## src/rtl/bpu_update_unit.sv

```systemverilog
// Write side of the gshare predictor: buffers resolved branches and turns them
// into PHT counter updates and GHR shifts, forwarding recent counters by index.
module bpu_update_unit #(
  parameter int PHT_IDX_W   = 11,
  parameter int QUEUE_DEPTH = 4,
  parameter int FWD_DEPTH   = 4
) (
  input  logic                 CLK,
  input  logic                 RST,
  input  logic                 EX__Resolve_Valid,
  input  logic                 EX__Resolve_Taken,
  input  logic [PHT_IDX_W-1:0] EX__PHT_Index,
  input  logic [1:0]           EX__PHT_Counter,
  input  logic                 BPU__Stall,
  output logic                 Resolve_Ready,
  output logic                 Update_Dropped,
  output logic [PHT_IDX_W-1:0] PHT_Write_Index,
  output logic [1:0]           PHT_Write_Data,
  output logic                 PHT_Write_En,
  output logic                 GHR_Write_Data,
  output logic                 GHR_Write_En
);

  localparam int PTR_W = (QUEUE_DEPTH > 1) ? $clog2(QUEUE_DEPTH) : 1;
  localparam int CNT_W = $clog2(QUEUE_DEPTH + 1);

  typedef struct packed {
    logic [PHT_IDX_W-1:0] idx;
    logic [1:0]           ctr;
    logic                 taken;
  } entry_t;

  typedef struct packed {
    logic                 v;
    logic [PHT_IDX_W-1:0] idx;
    logic [1:0]           data;
  } fwd_t;

  entry_t q_mem [QUEUE_DEPTH];

  logic [PTR_W-1:0]     wr_ptr_q, wr_ptr_d;
  logic [PTR_W-1:0]     rd_ptr_q, rd_ptr_d;
  logic [CNT_W-1:0]     count_q, count_d;
  fwd_t                 fwd_q [FWD_DEPTH];
  fwd_t                 fwd_d [FWD_DEPTH];
  logic [PHT_IDX_W-1:0] pht_idx_q, pht_idx_d;
  logic [1:0]           pht_data_q, pht_data_d;
  logic                 wr_en_q, wr_en_d;
  logic                 ghr_data_q, ghr_data_d;
  logic                 drop_q, drop_d;

  entry_t in_entry, iss_entry;
  logic   ready, accept, have_head, pop, push, bypass, issue;
  logic [1:0] old_ctr, new_ctr;

  assign ready = (count_q != CNT_W'(QUEUE_DEPTH));

  always_comb begin
    in_entry  = '{idx: EX__PHT_Index, ctr: EX__PHT_Counter, taken: EX__Resolve_Taken};
    have_head = (count_q != '0);
    accept    = EX__Resolve_Valid && ready;
    pop       = !BPU__Stall && have_head;
    bypass    = !BPU__Stall && !have_head && accept;
    push      = accept && !bypass;
    issue     = pop || bypass;
    iss_entry = have_head ? q_mem[rd_ptr_q] : in_entry;
    drop_d    = EX__Resolve_Valid && !ready;
  end

  // Walk oldest to youngest so the youngest matching write overrides.
  always_comb begin
    old_ctr = iss_entry.ctr;
    for (int unsigned i = 0; i < FWD_DEPTH; i++) begin
      if (fwd_q[FWD_DEPTH-1-i].v && (fwd_q[FWD_DEPTH-1-i].idx == iss_entry.idx))
        old_ctr = fwd_q[FWD_DEPTH-1-i].data;
    end
    if (iss_entry.taken)
      new_ctr = (old_ctr == 2'b11) ? 2'b11 : old_ctr + 2'd1;
    else
      new_ctr = (old_ctr == 2'b00) ? 2'b00 : old_ctr - 2'd1;
  end

  always_comb begin
    wr_ptr_d = push ? wr_ptr_q + PTR_W'(1) : wr_ptr_q;
    rd_ptr_d = pop  ? rd_ptr_q + PTR_W'(1) : rd_ptr_q;
    case ({push, pop})
      2'b10:   count_d = count_q + CNT_W'(1);
      2'b01:   count_d = count_q - CNT_W'(1);
      default: count_d = count_q;
    endcase
  end

  // The output register only advances on non-stall cycles, so a pending
  // strobe survives a stall and is replaced on the cycle the predictor takes it.
  always_comb begin
    pht_idx_d  = pht_idx_q;
    pht_data_d = pht_data_q;
    ghr_data_d = ghr_data_q;
    wr_en_d    = wr_en_q;
    fwd_d      = fwd_q;
    if (!BPU__Stall) begin
      wr_en_d = issue;
      if (issue) begin
        pht_idx_d  = iss_entry.idx;
        pht_data_d = new_ctr;
        ghr_data_d = iss_entry.taken;
        fwd_d[0]   = '{v: 1'b1, idx: iss_entry.idx, data: new_ctr};
        for (int unsigned i = 1; i < FWD_DEPTH; i++)
          fwd_d[i] = fwd_q[i-1];
      end
    end
  end

  always_ff @(posedge CLK) begin
    if (push)
      q_mem[wr_ptr_q] <= in_entry;
  end

  always_ff @(posedge CLK or posedge RST) begin
    if (RST) begin
      wr_ptr_q   <= '0;
      rd_ptr_q   <= '0;
      count_q    <= '0;
      pht_idx_q  <= '0;
      pht_data_q <= '0;
      wr_en_q    <= 1'b0;
      ghr_data_q <= 1'b0;
      drop_q     <= 1'b0;
      for (int unsigned i = 0; i < FWD_DEPTH; i++)
        fwd_q[i] <= '0;
    end else begin
      wr_ptr_q   <= wr_ptr_d;
      rd_ptr_q   <= rd_ptr_d;
      count_q    <= count_d;
      pht_idx_q  <= pht_idx_d;
      pht_data_q <= pht_data_d;
      wr_en_q    <= wr_en_d;
      ghr_data_q <= ghr_data_d;
      drop_q     <= drop_d;
      fwd_q      <= fwd_d;
    end
  end

  assign Resolve_Ready   = ready;
  assign Update_Dropped  = drop_q;
  assign PHT_Write_Index = pht_idx_q;
  assign PHT_Write_Data  = pht_data_q;
  assign PHT_Write_En    = wr_en_q;
  assign GHR_Write_Data  = ghr_data_q;
  assign GHR_Write_En    = wr_en_q;

endmodule

```

## config.mk

```make
export PLATFORM = sky130hd
export DESIGN_NAME = bpu_update_unit
export DESIGN_NICKNAME = d
export VERILOG_FILES = /design/src/rtl/bpu_update_unit.sv
export SDC_FILE = /design/constraint.sdc
export NUM_CORES = 1
export LEC_CHECK = 0
export BUFFER_PORTS_ARGS = -buffer_cell sky130_fd_sc_hd__buf_2
export CORE_MARGIN = 4
export CORE_UTILIZATION = 39
export CTS_CLUSTER_DIAMETER = 80
export DETAILED_ROUTE_END_ITERATION = 6
export PLACE_DENSITY_LB_ADDON = 0.15
export SLEW_MARGIN = 10
export SYNTH_ARGS = -nofsm -noshare
export SYNTH_HDL_FRONTEND = slang
export SYNTH_SLANG_ARGS = --single-unit
```

## constraint.sdc

```tcl
create_clock -name CLK -period 6.86 [get_ports CLK]
set_input_delay 1.029 -clock CLK [delete_from_list [all_inputs] [get_ports CLK]]
set_output_delay 1.029 -clock CLK [all_outputs]
set_load 0.01 [all_outputs]
```

# ---- After elaboration in Yosys (flattened, before gate mapping)
# Memory sizes are Yosys's and may differ from the RTL's.
# Index checks and enable logic that the tools add are counted.
dict set report totals {
  reg_bits 66
  latch_bits 0
  mem_bits_rw 56
  mem_bits_ro 0
  input_bits 18
  out_inout_bits 18
  elab_cells 64
  mem_count 1
}
dict set report op_classes {
  n_addsub 6
  n_mul 0
  div 0
  order_cmp 0
  n_eq_ne 8
  shift 0
  muxes 11
  bitwise 1
  reduce_logical 19
}
# memory depth word_bits rd rd_ports_with_merged_regs wr line_no
set memory_table {}
lappend memory_table {q_mem 4 14 1 0 1 39} ;# entry_t q_mem [QUEUE_DEPTH];
# operator count
set op_table {}
lappend op_table {{11-bit equality test} 4}
lappend op_table {{14-bit 2-to-1 mux} 1}
lappend op_table {{2-bit 2-to-1 mux} 7}
lappend op_table {{1-bit logical AND} 10}
lappend op_table {{2-bit by 1-bit adder with 2-bit output (second input constant)} 3}
lappend op_table {{3-bit one-hot mux with 2 select lines} 1}
lappend op_table {{2-bit equality test (second input constant)} 2}
lappend op_table {{1-bit logical NOT} 4}
lappend op_table {{3-bit by 1-bit adder with 3-bit output (second input constant)} 1}
lappend op_table {{3-bit != test (second input constant)} 1}
lappend op_table {{3-bit nonzero test} 1}
lappend op_table {{3-bit by 1-bit subtractor with 3-bit output (second input constant)} 1}
lappend op_table {{2-bit by 1-bit equality test with 1-bit output (second input constant)} 1}
lappend op_table {{2-bit logical NOT} 1}
lappend op_table {{1-bit 2-to-1 mux} 2}
lappend op_table {{2-bit AND reduction} 1}
lappend op_table {{2-bit nonzero test} 1}
lappend op_table {{2-bit by 1-bit subtractor with 2-bit output (second input constant)} 1}
lappend op_table {{1-bit logical OR} 1}
lappend op_table {{1-bit NOT} 1}

# ---- Longest topological paths before layout
# Gate-level depths: netlist of the first run.
dict set report depth {
  ltp_word 11
  ltp_mapped 12
  ltp_nobuf 10
}

# ---- Worst setup path after synthesis of the first run
# Ideal clock, no wire load.
dict set report synth_path {
  kind {input-to-reg}
  start {input EX__PHT_Index[7]}
  end {register pht_data_q[1], in the netlist PHT_Write_Data[1]}
  t_arrival_ns 3.231
  setup_slack_ns 3.492
  cell_stages 11
  cell_sequence {clkbuf_1 > xor2_1 > nor4_1 > a41oi_1 > or3_4 > nor4_4 > mux2_1 > mux2i_1 > a21oi_2 > a21boi_0 > o31ai_1}
}
dict set report synth_between {
  elab_chain_len 10
}
# element line_no
set synth_rtl {}
lappend synth_rtl {{start, declared} 12} ;# input logic [PHT_IDX_W-1:0] EX__PHT_Index,
lappend synth_rtl {{14-bit 2-to-1 mux (*)} 66} ;# iss_entry = have_head ? q_mem[rd_ptr_q] : in_entry;
lappend synth_rtl {{11-bit equality test} 74} ;# if (fwd_q[FWD_DEPTH-1-i].v && (fwd_q[FWD_DEPTH-1-i].idx == iss_entry.idx))
lappend synth_rtl {{1-bit logical AND} 74}
lappend synth_rtl {{2-bit 2-to-1 mux (3 in a row)} 74}
lappend synth_rtl {{2-bit 2-to-1 mux (*)} 74}
lappend synth_rtl {{2-bit by 1-bit subtractor with 2-bit output (tied with other cells)} 80} ;# new_ctr = (old_ctr == 2'b00) ? 2'b00 : old_ctr - 2'd1;
lappend synth_rtl {{2-bit 2-to-1 mux (on tied branches)} {80, 78}}
lappend synth_rtl {{2-bit 2-to-1 mux (*)} 77} ;# if (iss_entry.taken)
lappend synth_rtl {{end signal, assigned} 136} ;# pht_data_q <= pht_data_d;
lappend synth_rtl {{end, declared} 47} ;# logic [1:0] pht_data_q, pht_data_d;
# Mark *: on every way between the ends. The rest lies on a longest branch, timed or not.
# A chain may end at the register's enable or synchronous reset.

# ---- Worst setup path after layout of the first run
dict set report layout_path {
  start {input EX__PHT_Index[10]}
  end {register pht_data_q[0], in the netlist PHT_Write_Data[0]}
}
# Same word-level chain as after synthesis.

==> summary.txt, run 1 <==
Via-per-instance ratio - 5.42
Grt ovf - 0
Maximum operating frequency - 0.247 GHz
Pwr/cell area - 511 nW/um^2
Worst Hold Class - reg2reg
Pint - 2.18 mW
CP required - 7.12 ns
Psw - 1.40 mW
Sw Share - 0.392
Worst endpoint data arrival time - 4.31 ns
H-tree Lvls - 4
Synth async-reset ratio - 0.541
1st-pass router iterations - 5
Post-synth EDFFs - 56
Max Root-Sink Buffers - 2
Setup Crit Path Kind - in2reg
GRT Overall Usage - 0.181
Starting DRT DRC Count - 384
Tmin final - 4.05 ns
Reg2Reg Depth - 10
Initial antenna violation count - 0
ANT nets after route - 0
Clock share of power - 0.254
Initial core utilization - 0.402
Pleak - 2.81 nW
Die area - 17900 um^2
Pre-CTS setup slack - 2.61 ns
Synthesized area per cell - 12.2 um^2
Cell Area, Synth - 6160 um^2
Final core occ - 0.457
# setup viols final - 0
Yosys reg bits - 122
Die Y - 134 um
Worst-margin pin slew - 1.07 ns
Sum of negative setup slack - 0 ns
Vias in the first global route - 4093
Final clock skew - 0.0141 ns
CTS tree - built
Fin nets - 546
Main synth FF type - dfrtp_1
Commonest non-fill, non-tap cells in the layout - dfrtp_1, edfxtp_1, nand2_1, o21ai_0, buf_2
CTS Sinks - 122
Combinational share of power - 0.380
Max-Cap Viols - 0
Final-report max-slew violation count - 0
Total Power - 3.58 mW
Top cell type's share of synthesized area - 0.273
Fin cells - 746
Final GP Congestion - 0.926
Status - finished, final reports clean
Yosys warns - 0
Nature of the critical path endpoint - flop
Post-CTS Setup Bufs - 0
Post-synthesis net count - 528
RSZ-0062 raised after global routing - false
Worst skew pair latency - 0.42 ns
Largest net degree at the start of global routing - 89
Hold Path Cell Cnt - 2
Most common cell after layout, fill and taps aside - dfrtp_1
DP Wirelength - 10.4 mm
Core Footprint - 15300 um^2
Final period util - 0.590
Sequential power share - 0.366
Clock Tree Root - clkbuf_16
Critical Path Start Type - input pin
Io pins - 36
Layout area overhead - 13.6%
Mapped Cells - 504
Cts repair resizes - 0
I/O Buffers - 35
Wire per inst - 20.7 um
Rel. slew slack - 0.277
Top post-synthesis cells by area - edfxtp_1, dfrtp_1, mux2_2
Final setup margin - 2.81 ns
Vias - 4042
Horiz. Die Dim - 134 um
Antenna cells - 0
Layout cell share with drive strength beyond 1 - 0.219
Post-synth top area cell - edfxtp_1
Sequential-to-total area share from yosys stat - 0.541
First-pass GRT wire length - 24.2 mm
CTS clock-pin slew for the worst setup and hold paths - 0.06 ns
Synth unique cells - 63
Final count of hold timing violations - 0
Drt total wl - 15.4 mm
VDD IR max - 0.251 mV
Row cnt - 45
# hold bufs at CTS - 0
CTS Buf Count - 17
Dpl cells - 714
Crit path max fanout - 9
Post-route DRC violation count - 0
synthesized netlist by cell type, types with 3 or more instances:
library cell and instances:
a2111oi_0 3, a211oi_1 3, a21oi_1 11, a221oi_1 5, a222oi_1 4, a22o_1 4
a22oi_1 5, and2_1 5, and3_1 4, buf_4 16, clkbuf_1 17, dfrtp_1 66
edfxtp_1 56, ha_1 5, inv_1 34, mux2_2 25, mux2i_1 12, mux4_1 4
mux4_2 10, nand2_1 47, nand2b_1 4, nand3_1 4, nand4_1 5, nor2_1 17
nor3_1 4, nor4_1 3, o21ai_0 37, o31ai_1 3, xnor2_1 25, xor2_1 25
through the flow:
stage | cell area, um^2 | hold WS (ns)
global route | 7000 | 0.509
floorplan | 6160 | 0.420
finish | 7000 | 0.491
CTS | 7000 | 0.493
detailed placement | 6390 | 0.479
global placement | 6390 | 0.471
kinds of logic (layout without fill, tap and decap cells):
| family | count (synthesis) | after routing | share of synthesized area |
|---|---|---|---|
| buffers and inverters | 74 | 105 | 0.0605 |
| and+or+nand+nor | 104 | 104 | 0.0853 |
| adders and majority gates | 6 | 6 | 0.0134 |
| DFF | 122 | 122 | 0.541 |
| muxes | 53 | 53 | 0.124 |
| xor gates and xnor gates | 50 | 50 | 0.0711 |
| AOI/OAI and AO/OA | 95 | 95 | 0.104 |
state kept, by name, indices dropped and copies added, names as in the netlist:
signal and flops:
GHR_Write_Data 1, count_q 3, Update_Dropped 1, wr_ptr_q 2, rd_ptr_q 2, PHT_Write_Data 2
PHT_Write_Index 11, q_mem 56, fwd_q 43, GHR_Write_En 1
metal layers:
| metal | track usage | share of wire | vias up |
|---|---|---|---|
| li1 | - | - | 1850 |
| met1 | 0.234 | 0.43 | 2024 |
| met2 | 0.299 | 0.49 | 144 |
| met3 | 0.0412 | 0.057 | 24 |
| met4 | 0.0634 | 0.018 | 0 |
| met5 | 0 | 0 | - |
critical path, stage by stage:
cell       delay (ns)
buf_2            0.24
nor4b_1          0.90
a21oi_1          0.23
a2111oi_0        0.54
nand3_1          0.16
nor4_2           0.40
or3b_1           0.38
o21ai_0          0.10
a21oi_2          0.07
nor2_1           0.15
o31ai_1          0.10
area by class of cell:
type                            count  area [um^2]
Fill cell                        1449         8320
Sequential cell                   122         3330
Multi-Input combinational cell    308         2460
Clock buffer                       17          425
Tap cell                          211          264
Timing Repair Buffer               39          205
Clock inverter                     15          176
Inverter                           34          128
power by group through the flow:
stage	combinational (mW)	clock (mW)	sequential, mW
after global placement	1.34	0	1.31
after detailed placement	1.35	0	1.32
after floorplan	1.10	0	1.19
final	1.36	0.909	1.31
after CTS	1.36	0.924	1.31
after global routing	1.48	0.958	1.35
path summary, 6_finish.rpt:
check                                   from            endpoint  slack [ns]
hold / removal                     fwd_q[55]           fwd_q[55]        0.49
setup / recovery           EX__PHT_Index[10]   PHT_Write_Data[0]        2.81
max in group asynchronous                RST           fwd_q[31]        5.38
min in group asynchronous                RST  PHT_Write_Index[3]        0.86
hold reg to reg                    fwd_q[55]           fwd_q[55]        0.49
setup reg to reg                 rd_ptr_q[0]   PHT_Write_Data[0]        2.89
Note: power is estimated with default switching activity, not from simulation.
==> run 2, diff against run 1 <==
Settings changed: ABC_AREA set to 1.
Clock period 6.86 ns to 3.4 ns, I/O delays scaled along.
==> run 2 against run 1 <==
- final area rose by 5.6%
- sequential share of layout area is 2.5 points lower
- via count grew 25%
- routed wire length grew 5.1%
- first-iteration DRC count up 12%
- critical path depth grew 6
- clock skew fell by 0.0051 ns
- final cell count is 42% higher
- clock power rose by 95%
- flip-flop and latch count stayed put
- count of clock-buffer cells in the layout up 7
==> summary.txt, run 2 <==
Critical Path Start Type - flop (was input pin)
H-tree Lvls - 4 (unchanged)
Vias in the first global route - 4990 (was 4093)
Mapped Cells - 797 (was 504)
Sequential power share - 0.307 (was 0.366)
Final-report max-slew violation count - 0 (unchanged)
Sw Share - 0.449 (was 0.392)
Fin nets - 852 (was 546)
Reg2reg setup slack - 0.62 ns (was 2.89 ns)
Largest net degree at the start of global routing - 54 (was 89)
Post-synth EDFFs - 56 (unchanged)
Top reg by flops - q_mem (unchanged)
Layout area overhead - 14.0% (was 13.6%)
# setup viols final - 0 (unchanged)
Count leader, synth - nand2_1 (was dfrtp_1)
Io pins - 36 (unchanged)
Antenna cells - 0 (unchanged)
Top cells by count, synth - nand2_1, inv_1, nand3_1, dfrtp_1, o21ai_0 (was dfrtp_1, edfxtp_1, nand2_1, o21ai_0, inv_1)
Final period util - 0.817
Max reg flops - 56 (unchanged)
CTS Buf Count - 17 (unchanged)
Clock Tree Root - clkbuf_16 (unchanged)
Crit path max fanout - 29 (was 9)
Rel. slew slack - 0.461 (was 0.277)
Top post-synthesis cells by area - edfxtp_1, dfrtp_1, nand2_1 (was edfxtp_1, dfrtp_1, mux2_2)
Sum of negative setup slack - 0 ns (unchanged)
First-pass GRT wire length - 26.5 mm (was 24.2 mm)
Wire per inst - 15.3 um (was 20.7 um)
Post-synth top area cell - edfxtp_1 (unchanged)
# hold bufs at CTS - 0 (unchanged)
Worst skew pair latency - 0.42 ns (about the same)
Max-Cap Viols - 0 (unchanged)
CTS Sinks - 122 (unchanged)
VDD IR max - 0.475 mV (was 0.251 mV)
Psw - 3.60 mW (was 1.40 mW)
I/O Buffers - 35 (unchanged)
Yosys reg bits - 122 (unchanged)
Horiz. Die Dim - 137 um (was 134 um)
Grt ovf - 0 (unchanged)
Via-per-instance ratio - 4.78 (was 5.42)
Initial core utilization - 0.404 (was 0.402)
Final count of hold timing violations - 0 (unchanged)
Initial antenna violation count - 0 (unchanged)
Final Instance Area - 7390 um^2 (was 7000 um^2)
Nature of the critical path endpoint - flop (unchanged)
Cell Area, Synth - 6480 um^2 (was 6160 um^2)
Row cnt - 46 (was 45)
Status - finished, final reports clean (unchanged)
Top cell type's share of synthesized area - 0.259 (was 0.273)
Pleak - 3.58 nW (was 2.81 nW)
Final GP Congestion - 0.947 (was 0.926)
Placed Area - 6810 um^2 (was 6390 um^2)
Post-route DRC violation count - 0 (unchanged)
Most common cell after layout, fill and taps aside - nand2_1 (was dfrtp_1)
Die area - 18800 um^2 (was 17900 um^2)
Commonest non-fill, non-tap cells in the layout - nand2_1, inv_1, nand3_1, dfrtp_1, o21ai_0 (was dfrtp_1, edfxtp_1, nand2_1, o21ai_0, buf_2)
Yosys warns - 0 (unchanged)
Drt total wl - 16.2 mm (was 15.4 mm)
Clock share of power - 0.220 (was 0.254)
Synthesized area per cell - 8.14 um^2 (was 12.2 um^2)
Post-CTS Setup Bufs - 0 (unchanged)
Max Root-Sink Buffers - 2 (unchanged)
Fill cells - 1522 (was 1449)
Worst-margin pin slew - 0.807 ns (was 1.07 ns)
RSZ-0062 raised after global routing - false (unchanged)
GRT Overall Usage - 0.185 (was 0.181)
Tmin final - 2.78 ns
Core Footprint - 16100 um^2 (was 15300 um^2)
Synth unique cells - 36 (was 63)
1st-pass router iterations - 5 (unchanged)
Worst Hold Class - in2async (was reg2reg)
CP required - 3.71 ns (was 7.12 ns)
Combinational share of power - 0.473 (was 0.380)
Sequential-to-total area share from yosys stat - 0.514 (was 0.541)
Worst endpoint data arrival time - 3.09 ns (was 4.31 ns)
Cts repair resizes - 0 (unchanged)
Setup Crit Path Kind - reg2reg (was in2reg)
Synth async-reset ratio - 0.541 (unchanged)
Final clock skew - 0.00898 ns (was 0.0141 ns)
Post-synthesis net count - 821 (was 528)
Pint - 4.42 mW (was 2.18 mW)
ANT nets after route - 0 (unchanged)
Maximum operating frequency - 0.360 GHz
Starting DRT DRC Count - 431 (was 384)
CTS clock-pin slew for the worst setup and hold paths - 0.06 ns (about the same)
Pwr/cell area - 1090 nW/um^2 (was 511 nW/um^2)
DP Wirelength - 11.9 mm (was 10.4 mm)
CTS tree - built (unchanged)
Vias - 5049 (was 4042)
Die Y - 137 um (was 134 um)
Layout cell share with drive strength beyond 1 - 0.134 (was 0.219)
Main synth FF type - dfrtp_1 (unchanged)
run 2: area by class of cell:
cell class,instances,area [um^2],area share
tap,216,270,0.0366
sequential,122,3330,0.451
inverter,120,450,0.0610
clock inverter,8,96.3,0.0130
timing repair buffer,47,265,0.0359
clock buffer,24,482,0.0652
multi-input combinational,520,2490,0.337
run 2: final timing paths:
| check | startpoint | end | cells past startpoint |
|---|---|---|---|
| max in group asynchronous | RST | fwd_q[21] | 3 |
| max reg2reg | count_q[0] | PHT_Write_Data[1] | 17 |
| max | count_q[0] | PHT_Write_Data[1] | 17 |
| min in group CLK | EX__PHT_Counter[0] | q_mem[0][1] | 1 |
| min reg2reg | fwd_q[55] | fwd_q[55] | 2 |
| min | RST | GHR_Write_Data | 2 |
run 2: worst max-delay path, cell delays in order (launching register included):
cell and delay (ns):
dfrtp_1 0.41, nor2_2 0.15, nand2_2 0.35, or2_2 0.47, nand2_2 0.17, inv_1 0.10, nand2_1 0.07, nand3_1 0.11
nor3_2 0.16, nand3_1 0.14, nand2_1 0.09, inv_1 0.05, nand2_2 0.08, nand2_1 0.07, nand2_1 0.07, nand2_1 0.06
nand2_1 0.07, nand2_1 0.05
run 2: metal layers:
metal	share of wire	wire length (um)	GRT usage
met1	0.47	7620	0.254
met2	0.47	7610	0.295
met3	0.046	744	0.0434
met4	0.014	224	0.0499
met5	0	0	0
run 2: cells by family (layout without fill, tap and decap cells):
kind of cell | Yosys count | count (layout) | synth area share
buffers and inverters | 155 | 199 | 0.103
XOR/XNOR | 15 | 15 | 0.0226
AND/OR/NAND/NOR | 424 | 424 | 0.286
adder cells (fa/ha/maj) | 6 | 6 | 0.0127
flip-flops | 122 | 122 | 0.514
AO/OA/AOI/OAI | 75 | 75 | 0.0618
run 2: stage by stage:
stage	instances	power [mW]	setup WS, ns	util	hold slack, ns
2_1_floorplan	797	5.24	0.886	-	0.431
3_3_place_gp	1025	6.24	0.635	0.424	0.450
3_5_place_dp	1025	6.28	0.624	0.424	0.464
4_1_cts	1057	8.07	0.585	0.460	0.156
5_1_grt	1057	8.72	0.286	0.460	0.186
6_report	1057	8.02	0.622	0.460	0.135
run 2: power by group through the flow:
| stage | combinational, mW | sequential (mW) | clock (mW) |
|---|---|---|---|
| after floorplan | 2.88 | 2.36 | 0 |
| after global placement | 3.78 | 2.47 | 0 |
| after detailed placement | 3.80 | 2.48 | 0 |
| after CTS | 3.82 | 2.46 | 1.79 |
| after global routing | 4.34 | 2.52 | 1.86 |
| final | 3.79 | 2.46 | 1.77 |
